### src/rtl/decode_control_pipe_if.sv
// -----------------------------------------------------------------------------
// decode_control_pipe_if
// Bundles the fetch-side handshake, the issue-side handshake and the branch
// bookkeeping signals of decode_control_pipe into one interface.
//
// Optional feature macro: DECODE_STATS_EN (adds the per-class pop counters
// n_branch_o, n_store_o, n_fround_o).
//
// Signals (direction as seen by the decoder, i.e. the slave modport):
//   in_valid_i   in   opcode valid from fetch
//   in_ready_o   out  decoder accepts an opcode this cycle
//   op_i         in   opcode, OP_W bits
//   out_valid_o  out  decoded opcode valid
//   out_ready_i  in   issue accepts the decoded opcode
//   out_op_o     out  registered opcode
//   fround_o     out  class: float round mode
//   branch_o     out  class: conditional branch
//   store_o      out  class: store
//   illegal_o    out  upper opcode bits non-zero
//   br_resolve_i in   one branch resolved (pulse)
//   flush_i      in   drop output stage and clear branch count
//   br_cnt_o     out  unresolved branch count
//   br_err_o     out  sticky resolve-without-branch error
//   n_*_o        out  per-class pop counters (DECODE_STATS_EN only)
// -----------------------------------------------------------------------------
interface decode_control_pipe_if #(
    parameter int OP_W  = 8,
    parameter int CNT_W = 16
);

    logic            in_valid_i;
    logic            in_ready_o;
    logic [OP_W-1:0] op_i;
    logic            out_valid_o;
    logic            out_ready_i;
    logic [OP_W-1:0] out_op_o;
    logic            fround_o;
    logic            branch_o;
    logic            store_o;
    logic            illegal_o;
    logic            br_resolve_i;
    logic            flush_i;
    logic [3:0]      br_cnt_o;
    logic            br_err_o;
`ifdef DECODE_STATS_EN
    logic [CNT_W-1:0] n_branch_o;
    logic [CNT_W-1:0] n_store_o;
    logic [CNT_W-1:0] n_fround_o;
`endif

    // Reject widths the decoder cannot handle at elaboration time.
    if (OP_W < 8 || CNT_W < 1) begin : gBadParams
        $error("decode_control_pipe_if: OP_W must be >= 8 and CNT_W >= 1");
    end

    // Decoder side.
    modport slave (
        input  in_valid_i, op_i, out_ready_i, br_resolve_i, flush_i,
        output in_ready_o, out_valid_o, out_op_o, fround_o, branch_o,
               store_o, illegal_o, br_cnt_o, br_err_o
`ifdef DECODE_STATS_EN
        , output n_branch_o, n_store_o, n_fround_o
`endif
    );

    // Fetch/issue side.
    modport master (
        output in_valid_i, op_i, out_ready_i, br_resolve_i, flush_i,
        input  in_ready_o, out_valid_o, out_op_o, fround_o, branch_o,
               store_o, illegal_o, br_cnt_o, br_err_o
`ifdef DECODE_STATS_EN
        , input n_branch_o, n_store_o, n_fround_o
`endif
    );

endinterface

### src/rtl/decode_control_pipe.sv
// -----------------------------------------------------------------------------
// decode_control_pipe
// Registered opcode-class decoder sitting between fetch and issue. Each opcode
// accepted over the valid/ready handshake is classified as fround, branch,
// store or illegal and presented one cycle later. Unresolved branches are
// counted; fetch is stalled (HOLD state) while BR_DEPTH are in flight.
//
// Optional feature macro: DECODE_STATS_EN adds saturating per-class counters
// of popped opcodes (n_branch_o, n_store_o, n_fround_o), CNT_W bits each.
//
// Ports:
//   clk     in   clock, all state updates on the rising edge
//   nreset  in   synchronous reset, active low
//   bus     slave modport of decode_control_pipe_if (handshakes, decoded
//           class bits, branch count/error, optional statistics)
// -----------------------------------------------------------------------------
module decode_control_pipe #(
    parameter int OP_W     = 8,
    parameter int BR_DEPTH = 2,
    parameter int CNT_W    = 16
) (
    input  logic                  clk,
    input  logic                  nreset,
    decode_control_pipe_if.slave  bus
);

    typedef enum logic {
        RUN  = 1'b0,
        HOLD = 1'b1
    } state_e;

    // Reject configurations outside the supported range.
    if (OP_W < 8 || BR_DEPTH < 1 || BR_DEPTH > 15 || CNT_W < 1) begin : gBadParams
        $error("decode_control_pipe: parameter out of range");
    end

    localparam logic [3:0] BrDepth = 4'(BR_DEPTH);

    state_e          state_q, state_d;
    logic            outValid_q, outValid_d;
    logic [OP_W-1:0] outOp_q, outOp_d;
    logic            fround_q, fround_d;
    logic            branch_q, branch_d;
    logic            store_q, store_d;
    logic            illegal_q, illegal_d;
    logic [3:0]      brCnt_q, brCnt_d;
    logic            brErr_q, brErr_d;

    logic            inReady;
    logic            accept;
    logic            pop;
    logic            opHigh;
    logic            decFround;
    logic            decBranch;
    logic            decStore;

    // Anything set above bit 7 makes the opcode illegal.
    if (OP_W > 8) begin : gHighBits
        assign opHigh = |bus.op_i[OP_W-1:8];
    end else begin : gNoHighBits
        assign opHigh = 1'b0;
    end

    // Class decode of the incoming opcode; illegal opcodes get no class.
    always_comb begin
        decFround = 1'b0;
        decBranch = 1'b0;
        decStore  = 1'b0;
        if (!opHigh) begin
            decFround = (bus.op_i[7:0] == 8'b1101_0110);
            decStore  = (bus.op_i[7:4] == 4'b1111);
            decBranch = (bus.op_i[7:6] == 2'b11) &&
                        (((bus.op_i[5:4] == 2'b01) &&
                          (bus.op_i[3] || (bus.op_i[3:0] == 4'b0111))) ||
                         (bus.op_i[5:4] == 2'b10));
        end
    end

    // Handshake: the stage can take a new opcode when it is empty or being
    // drained, fetch is not stalled on branches, and no flush is in progress.
    always_comb begin
        inReady = (~outValid_q | bus.out_ready_i) & (state_q == RUN) & ~bus.flush_i;
        accept  = bus.in_valid_i & inReady;
        pop     = outValid_q & bus.out_ready_i;
    end

    // Next state of the output stage, branch counter, error flag and FSM.
    // A simultaneous branch accept and resolve cancel out, and a flush wins
    // over both (its resolve pulse is dropped without raising the error).
    always_comb begin
        state_d    = state_q;
        outValid_d = outValid_q;
        outOp_d    = outOp_q;
        fround_d   = fround_q;
        branch_d   = branch_q;
        store_d    = store_q;
        illegal_d  = illegal_q;
        brCnt_d    = brCnt_q;
        brErr_d    = brErr_q;

        if (bus.flush_i) begin
            outValid_d = 1'b0;
            brCnt_d    = 4'd0;
            state_d    = RUN;
        end else begin
            if (accept) begin
                outValid_d = 1'b1;
                outOp_d    = bus.op_i;
                fround_d   = decFround;
                branch_d   = decBranch;
                store_d    = decStore;
                illegal_d  = opHigh;
            end else if (pop) begin
                outValid_d = 1'b0;
            end

            if ((accept && decBranch) && !bus.br_resolve_i) begin
                brCnt_d = brCnt_q + 4'd1;
            end else if (bus.br_resolve_i && !(accept && decBranch)) begin
                if (brCnt_q == 4'd0) begin
                    brErr_d = 1'b1;
                end else begin
                    brCnt_d = brCnt_q - 4'd1;
                end
            end

            unique case (state_q)
                RUN:  if (brCnt_d == BrDepth) state_d = HOLD;
                HOLD: if (brCnt_d < BrDepth)  state_d = RUN;
                default: state_d = RUN;
            endcase
        end
    end

    // State registers with synchronous active-low reset.
    always_ff @(posedge clk) begin
        if (!nreset) begin
            state_q    <= RUN;
            outValid_q <= 1'b0;
            outOp_q    <= '0;
            fround_q   <= 1'b0;
            branch_q   <= 1'b0;
            store_q    <= 1'b0;
            illegal_q  <= 1'b0;
            brCnt_q    <= 4'd0;
            brErr_q    <= 1'b0;
        end else begin
            state_q    <= state_d;
            outValid_q <= outValid_d;
            outOp_q    <= outOp_d;
            fround_q   <= fround_d;
            branch_q   <= branch_d;
            store_q    <= store_d;
            illegal_q  <= illegal_d;
            brCnt_q    <= brCnt_d;
            brErr_q    <= brErr_d;
        end
    end

    assign bus.in_ready_o  = inReady;
    assign bus.out_valid_o = outValid_q;
    assign bus.out_op_o    = outOp_q;
    assign bus.fround_o    = fround_q;
    assign bus.branch_o    = branch_q;
    assign bus.store_o     = store_q;
    assign bus.illegal_o   = illegal_q;
    assign bus.br_cnt_o    = brCnt_q;
    assign bus.br_err_o    = brErr_q;

`ifdef DECODE_STATS_EN
    logic [CNT_W-1:0] nBranch_q, nBranch_d;
    logic [CNT_W-1:0] nStore_q, nStore_d;
    logic [CNT_W-1:0] nFround_q, nFround_d;

    // Per-class pop counters; they saturate and ignore flush.
    always_comb begin
        nBranch_d = nBranch_q;
        nStore_d  = nStore_q;
        nFround_d = nFround_q;
        if (pop && branch_q && !(&nBranch_q)) nBranch_d = nBranch_q + 1'b1;
        if (pop && store_q  && !(&nStore_q))  nStore_d  = nStore_q + 1'b1;
        if (pop && fround_q && !(&nFround_q)) nFround_d = nFround_q + 1'b1;
    end

    // Statistics registers.
    always_ff @(posedge clk) begin
        if (!nreset) begin
            nBranch_q <= '0;
            nStore_q  <= '0;
            nFround_q <= '0;
        end else begin
            nBranch_q <= nBranch_d;
            nStore_q  <= nStore_d;
            nFround_q <= nFround_d;
        end
    end

    assign bus.n_branch_o = nBranch_q;
    assign bus.n_store_o  = nStore_q;
    assign bus.n_fround_o = nFround_q;
`else
`endif

endmodule

### src/flat_wrapper.sv
// flat-port wrapper written by rule: the top's interface ports become plain ports
module decode_control_pipe_flat 
#(
    parameter int OP_W     = 8,
    parameter int BR_DEPTH = 2,
    parameter int CNT_W    = 16
)
  (clk, nreset, bus_in_valid_i, bus_op_i, bus_out_ready_i, bus_br_resolve_i, bus_flush_i, bus_in_ready_o, bus_out_valid_o, bus_out_op_o, bus_fround_o, bus_branch_o, bus_store_o, bus_illegal_o, bus_br_cnt_o, bus_br_err_o);
  decode_control_pipe_if #(.OP_W(OP_W), .CNT_W(CNT_W)) bus_i ();
  input  logic clk;
  input  logic nreset;
  input wire logic [$bits(bus_i.in_valid_i)-1:0] bus_in_valid_i;
  input wire logic [$bits(bus_i.op_i)-1:0] bus_op_i;
  input wire logic [$bits(bus_i.out_ready_i)-1:0] bus_out_ready_i;
  input wire logic [$bits(bus_i.br_resolve_i)-1:0] bus_br_resolve_i;
  input wire logic [$bits(bus_i.flush_i)-1:0] bus_flush_i;
  output wire logic [$bits(bus_i.in_ready_o)-1:0] bus_in_ready_o;
  output wire logic [$bits(bus_i.out_valid_o)-1:0] bus_out_valid_o;
  output wire logic [$bits(bus_i.out_op_o)-1:0] bus_out_op_o;
  output wire logic [$bits(bus_i.fround_o)-1:0] bus_fround_o;
  output wire logic [$bits(bus_i.branch_o)-1:0] bus_branch_o;
  output wire logic [$bits(bus_i.store_o)-1:0] bus_store_o;
  output wire logic [$bits(bus_i.illegal_o)-1:0] bus_illegal_o;
  output wire logic [$bits(bus_i.br_cnt_o)-1:0] bus_br_cnt_o;
  output wire logic [$bits(bus_i.br_err_o)-1:0] bus_br_err_o;
  assign bus_i.in_valid_i = bus_in_valid_i;
  assign bus_i.op_i = bus_op_i;
  assign bus_i.out_ready_i = bus_out_ready_i;
  assign bus_i.br_resolve_i = bus_br_resolve_i;
  assign bus_i.flush_i = bus_flush_i;
  assign bus_in_ready_o = bus_i.in_ready_o;
  assign bus_out_valid_o = bus_i.out_valid_o;
  assign bus_out_op_o = bus_i.out_op_o;
  assign bus_fround_o = bus_i.fround_o;
  assign bus_branch_o = bus_i.branch_o;
  assign bus_store_o = bus_i.store_o;
  assign bus_illegal_o = bus_i.illegal_o;
  assign bus_br_cnt_o = bus_i.br_cnt_o;
  assign bus_br_err_o = bus_i.br_err_o;
  decode_control_pipe #(.OP_W(OP_W), .BR_DEPTH(BR_DEPTH), .CNT_W(CNT_W)) u_core (.clk(clk), .nreset(nreset), .bus(bus_i));
endmodule
### config.mk
export PLATFORM = sky130hd
export DESIGN_NAME = decode_control_pipe_flat
export DESIGN_NICKNAME = d
export VERILOG_FILES = /design/src/rtl/decode_control_pipe_if.sv /design/src/rtl/decode_control_pipe.sv /design/src/flat_wrapper.sv
export SDC_FILE = /design/constraint.sdc
export NUM_CORES = 1
export LEC_CHECK = 0
export CAP_MARGIN = 15
export CELL_PAD_IN_SITES_DETAIL_PLACEMENT = 0
export CELL_PAD_IN_SITES_GLOBAL_PLACEMENT = 2
export CORE_ASPECT_RATIO = 0.6
export CORE_MARGIN = 5
export CORE_UTILIZATION = 26
export CTS_CLUSTER_DIAMETER = 120
export DETAILED_ROUTE_END_ITERATION = 10
export HOLD_SLACK_MARGIN = 0.06
export PLACE_DENSITY = 0.82
export SYNTH_ARGS = -nofsm -noshare
export SYNTH_HDL_FRONTEND = slang
export SYNTH_SLANG_ARGS = --single-unit
### constraint.sdc
create_clock -name clk -period 2.5 [get_ports clk]
set_input_delay 0.375 -clock clk [delete_from_list [all_inputs] [get_ports clk]]
set_output_delay 0.375 -clock clk [all_outputs]
set_load 0.03 [all_outputs]
======== After elaboration in Yosys (flattened, before gate mapping) ========
Cells that the tools add are included.
storage, ports and cells
  bits in registers ....................... 18
  output and inout bits ................... 19
cells by class
  add/subtract/negate cells ............... 2
  order comparisons ....................... 1
  equality and inequality tests ........... 7
  multiplexer cells ....................... 9
  bitwise logic cells ..................... 10
  reduce and logical (&&, ||, !) cells .... 14
operators with widths
  kind                   count
  $mux W4                4
  $eq A8 B8 Y1 const B   1
  $logic_and A1 B1 Y1    5
  $not A1 Y1             5
  $add A4 B1 Y4 const B  1
  $and A1 B1 Y1          4
  $eq A2 B2 Y1 const B   2
  $eq A4 B2 Y1 const B   1
  $eq A4 B3 Y1 const B   1
  $eq A4 B4 Y1 const B   1
  $logic_not A4 Y1       1
  $lt A4 B2 Y1 const B   1
  $mux W1                4
  $reduce_and A4 Y1      1
  $sub A4 B1 Y4 const B  1
  $eq A2 B1 Y1 const B   1
  $logic_not A1 Y1       2
  $logic_or A1 B1 Y1     2
  $pmux W1 S2            1
  $reduce_and A2 Y1      1
  $reduce_bool A2 Y1     1
  $reduce_or A2 Y1       1
  $or A1 B1 Y1           1

======== Depth between registers and ports, before layout ========
  depth in word-level cells ............... 14
  gate-level depth with buffers ........... 9
  mapped depth without buffers ............ 9

======== Worst setup path before layout ========
Ideal clock, no wire load.
  path kind ............................... reg-to-reg
  start point ............................. reg u_core.brCnt_q[0], in the netlist u_core.bus.br_cnt_o[0]
  end point ............................... reg u_core.state_q
  setup time .............................. 0.092 ns
  arrival time ............................ 1.984 ns
  required time ........................... 2.408 ns
  slack ................................... 0.424 ns
  stages on the path, launching flop included .. 9
  cell sequence ........................... dfxtp_1 inv_1 ha_1 or3b_2 o21ai_2 nand3_1 o311a_1 or3_1 o32ai_1
between the ends
  word-level cells in the longest chain between the ends .. 8
  elaborated cells between the ends (all ways) .. 12
  those cells by class .................... 2 x add/sub; 1 x order compare; 1 x eq/ne; 7 x mux; 1 x reduce/logical
ends and longest elaborated chain
  item                                                      RTL line                                                text
  start: declaration                                        decode_control_pipe.sv:46                               logic [3:0] brCnt_q, brCnt_d;
  start signal: assignment                                  decode_control_pipe.sv:155                              brCnt_q <= brCnt_d;
  $sub A4 B1 Y4 / $logic_not A4 Y1 (equally long branches)  decode_control_pipe.sv:123, decode_control_pipe.sv:120
  $mux W4                                                   decode_control_pipe.sv:120                              if (brCnt_q == 4'd0) begin
  $mux W4                                                   decode_control_pipe.sv:119                              end else if (bus.br_resolve_i && !(accept && decBranch)) begin
  $mux W4 *                                                 decode_control_pipe.sv:117                              if ((accept && decBranch) && !bus.br_resolve_i) begin
  $mux W4 *                                                 decode_control_pipe.sv:101                              if (bus.flush_i) begin
  $lt A4 B2 Y1 / $eq A4 B2 Y1 (equally long branches)       decode_control_pipe.sv:129, decode_control_pipe.sv:128
  $mux W1 (on tied branches)                                decode_control_pipe.sv:129, decode_control_pipe.sv:128
  $pmux W1 S2 *                                             decode_control_pipe.sv:127                              unique case (state_q)
  end signal: assignment                                    decode_control_pipe.sv:148                              state_q <= state_d;
  end: declaration                                          decode_control_pipe.sv:39                               state_e state_q, state_d;
Mark *: on every way between the ends. The rest lies on a longest branch, timed or not. The select of a mux whose other input is x is not followed.
A chain may end at the register's enable or synchronous reset.

======== Worst setup path after layout ========
  start point ............................. in bus_flush_i
  end point ............................... out bus_in_ready_o
between the ends
  word-level cells in the longest chain between the ends .. 2
ends and longest elaborated chain
  item                RTL line                   text
  start: declaration  flat_wrapper.sv:16         input wire logic [$bits(bus_i.flush_i)-1:0] bus_flush_i;
  $not A1 Y1          decode_control_pipe.sv:82  inReady = (~outValid_q | bus.out_ready_i) & (state_q == RUN) & ~bus.flush_i;
  $and A1 B1 Y1       decode_control_pipe.sv:82
  end: declaration    flat_wrapper.sv:17         output wire logic [$bits(bus_i.in_ready_o)-1:0] bus_in_ready_o;
No other way between the ends.

==> flow_summary.toml <==
[synthesis]
ys_warn_count = 0
synth-adder-area-share_pct = 2.481
synth-seq-cells = 18
synth_area_mm2 = 0.001008
synth_largest_area_cell = "dfxtp_1"
synth_flop_cell = "dfxtp_1"
synth_simple_gate_area_share_pct = 28.41
synth_area_leaders = "dfxtp_1, mux2i_1, nor2b_1"
yosysSeqAreaShare_pct = 35.73
synthCells = 110
synthDistinctLibCells = 45
synth_compound_area_share_pct = 18.49
synth_xor_area_share_pct = 1.737
yosysTopAreaCellShare_pct = 35.73
syn_area_per_cell_um2 = 9.168
synth_top_family_by_area = "simple AND/OR/NAND/NOR gates"
muxShareOfSynthArea_pct = 8.933
async_reset_ff_share_pct = 0
synth_edf_count = 0
synth.net_count = 126

[layout]
final_cell_mix = "clkdlybuf4s50_1, dfxtp_1, nor2b_1, mux2i_1, nor2_1"
final_layout_size_suffix_gt1_share_pct = 13.89
finalNonFillerCells = 191
n_antenna_cell = 0
syn_to_final_growth_pct = 41.94
layout_commonest_cell = "clkdlybuf4s50_1"
fin_nets = 161

[routing]
via_per_inst = 4.728
vias = 903
ant_nets = 0
routed_wl_um = 2585
drc_errors = 0
first_iter_violations = 62
drt-pass1-iter-count = 4
wl_per_cell_um = 13.53

[die]
io_pins = 33
die_w_um = 90.40
start_util_pct = 27.25
die_h_um = 58.24
std_cell_rows = 17
core_area_mm2 = 0.003701
die_area_mm2 = 0.005265

[clock_network]
cts_buffers = 3
cts_max_path_buffers = 2
cts.sinks = 18
clock_latency_ps = 250
cts_root_buf = "clkbuf_8"
htreeDepth = 1
hold_buffers = 0
cts_tree = "yes"
postCtsSetupRepairBufs = 0
cts-resized-gates = 0
path_clk_slew_ps = 60

[pwr]
peakVddDrop_v = 0.0002216
power_density_mw_per_mm2 = 463.5
total_power_mw = 0.6634
power.leakage_nw = 0.5011

[worst_setup_path]
worstSetupPathType = "primary input to output pin"
cp_max_fo = 3
critPathLaunchType = "primary input"
crit_path_end_kind = "output pin"
cp.required_ps = 2120
worst-endpoint-arrival_ps = 1850

[timing]
fin_crit_ps = 2225
tns_ps = 0
min_period_over_period_pct = 88.99
fin_ws_ps = 275.3
finalSetupViolations = 0
slew_violations = 0
finalHoldViolCount = 0
rsz0062_at_grt = "no"
clock_skew_ps = 1.129
holdWs_ps = 466.3
clock.fmax_mhz = 449.5

[placement]
hpwl_um = 2134
place_congestion = 0.8219
portBuffers = 31
place_inst = 187
pre_cts_slack_ps = 99.38

[worst_hold_path]
hold_path_class = "flop to flop"

[global_routing]
grt_start_max_net_pins = 13
grt_antenna_before_repair = 0
gr-usage-all-layers_pct = 10.33
grt-ovfl-total = 0
grt_use_met3_pct = 3.113
grt_busiest_layer = "met2"
met2_usage_pct = 15.31
grt_pass1_wl_um = 4312
grt_pass1_vias = 857
grtUsageMet1_pct = 14.16

[run_status]
status = "finished, final reports clean"

[flow_run]
cap_violations = 0
-- kinds of logic after synthesis --
group                      after synthesis
other                                    1
adders and majority gates                2
and+or+nand+nor                         47
buffers and inverters                    8
xor gates and xnor gates                 2
muxes                                    9
AOI/OAI and AO/OA                       23
DFF                                     18
-- final timing paths --
path | cells past startpoint | slack (ps) | to | start
setup / recovery | 4 | 280 | bus_in_ready_o | bus_flush_i
hold / removal | 2 | 470 | u_core.bus.branch_o | u_core.bus.branch_o
setup reg to reg | 8 | 350 | u_core.state_q | u_core.bus.br_cnt_o[0]
hold reg to reg | 2 | 470 | u_core.bus.branch_o | u_core.bus.branch_o
-- per-stage QoR --
stage	utilization (%)	instance area [um2]
after floorplan	-	1008
after global placement	37.19	1376
after detailed placement	37.19	1376
after CTS	38.67	1431
after global routing	38.67	1431
final	38.67	1431
-- critical path, stage by stage --
cell and delay, ps:
clkdlybuf4s50_1 460, nor2_1 170, and2_1 170, clkdlybuf4s50_1 670
-- cell usage after synthesis, types with 2 or more instances --
cell type	n
dfxtp_1	18
nor2b_1	11
mux2i_1	9
nor2_1	8
nand2_1	7
a21oi_1	5
inv_1	4
nand3_1	3
nor3_1	3
ha_1	2
nand4_1	2
o211ai_1	2
o211ai_2	2
o21a_1	2
xnor2_1	2
-- power by group --
group	leakage (nW)	switching (mW)	internal, mW
Clock	0.0288	0.0952	0.140
Sequential	0.146	0.00520	0.296
Combinational	0.326	0.0666	0.0605
Total	0.501	0.167	0.496
-- state kept, by name, indices dropped and copies added, names as in the netlist --
name                    cells
u_core.bus.out_op_o         8
u_core.bus.br_cnt_o         4
u_core.bus.br_err_o         1
u_core.bus.branch_o         1
u_core.bus.fround_o         1
u_core.bus.out_valid_o      1
u_core.bus.store_o          1
u_core.state_q              1
-- layer usage --
layer	up-vias	share of wire (%)
met5	-	0
met4	0	1.5
met3	5	5.7
met2	22	41
met1	407	52
li1	469	-
-- area by class of cell --
type	instances	area (um2)
clock buffer	4	55.05
tap	47	58.81
fill	388	2270
sequential	18	360.3
inverter	4	15.01
timing repair buffer	34	332.8
multi-input combinational	84	609.3
No activity file was read; power rests on OpenSTA's default activity.
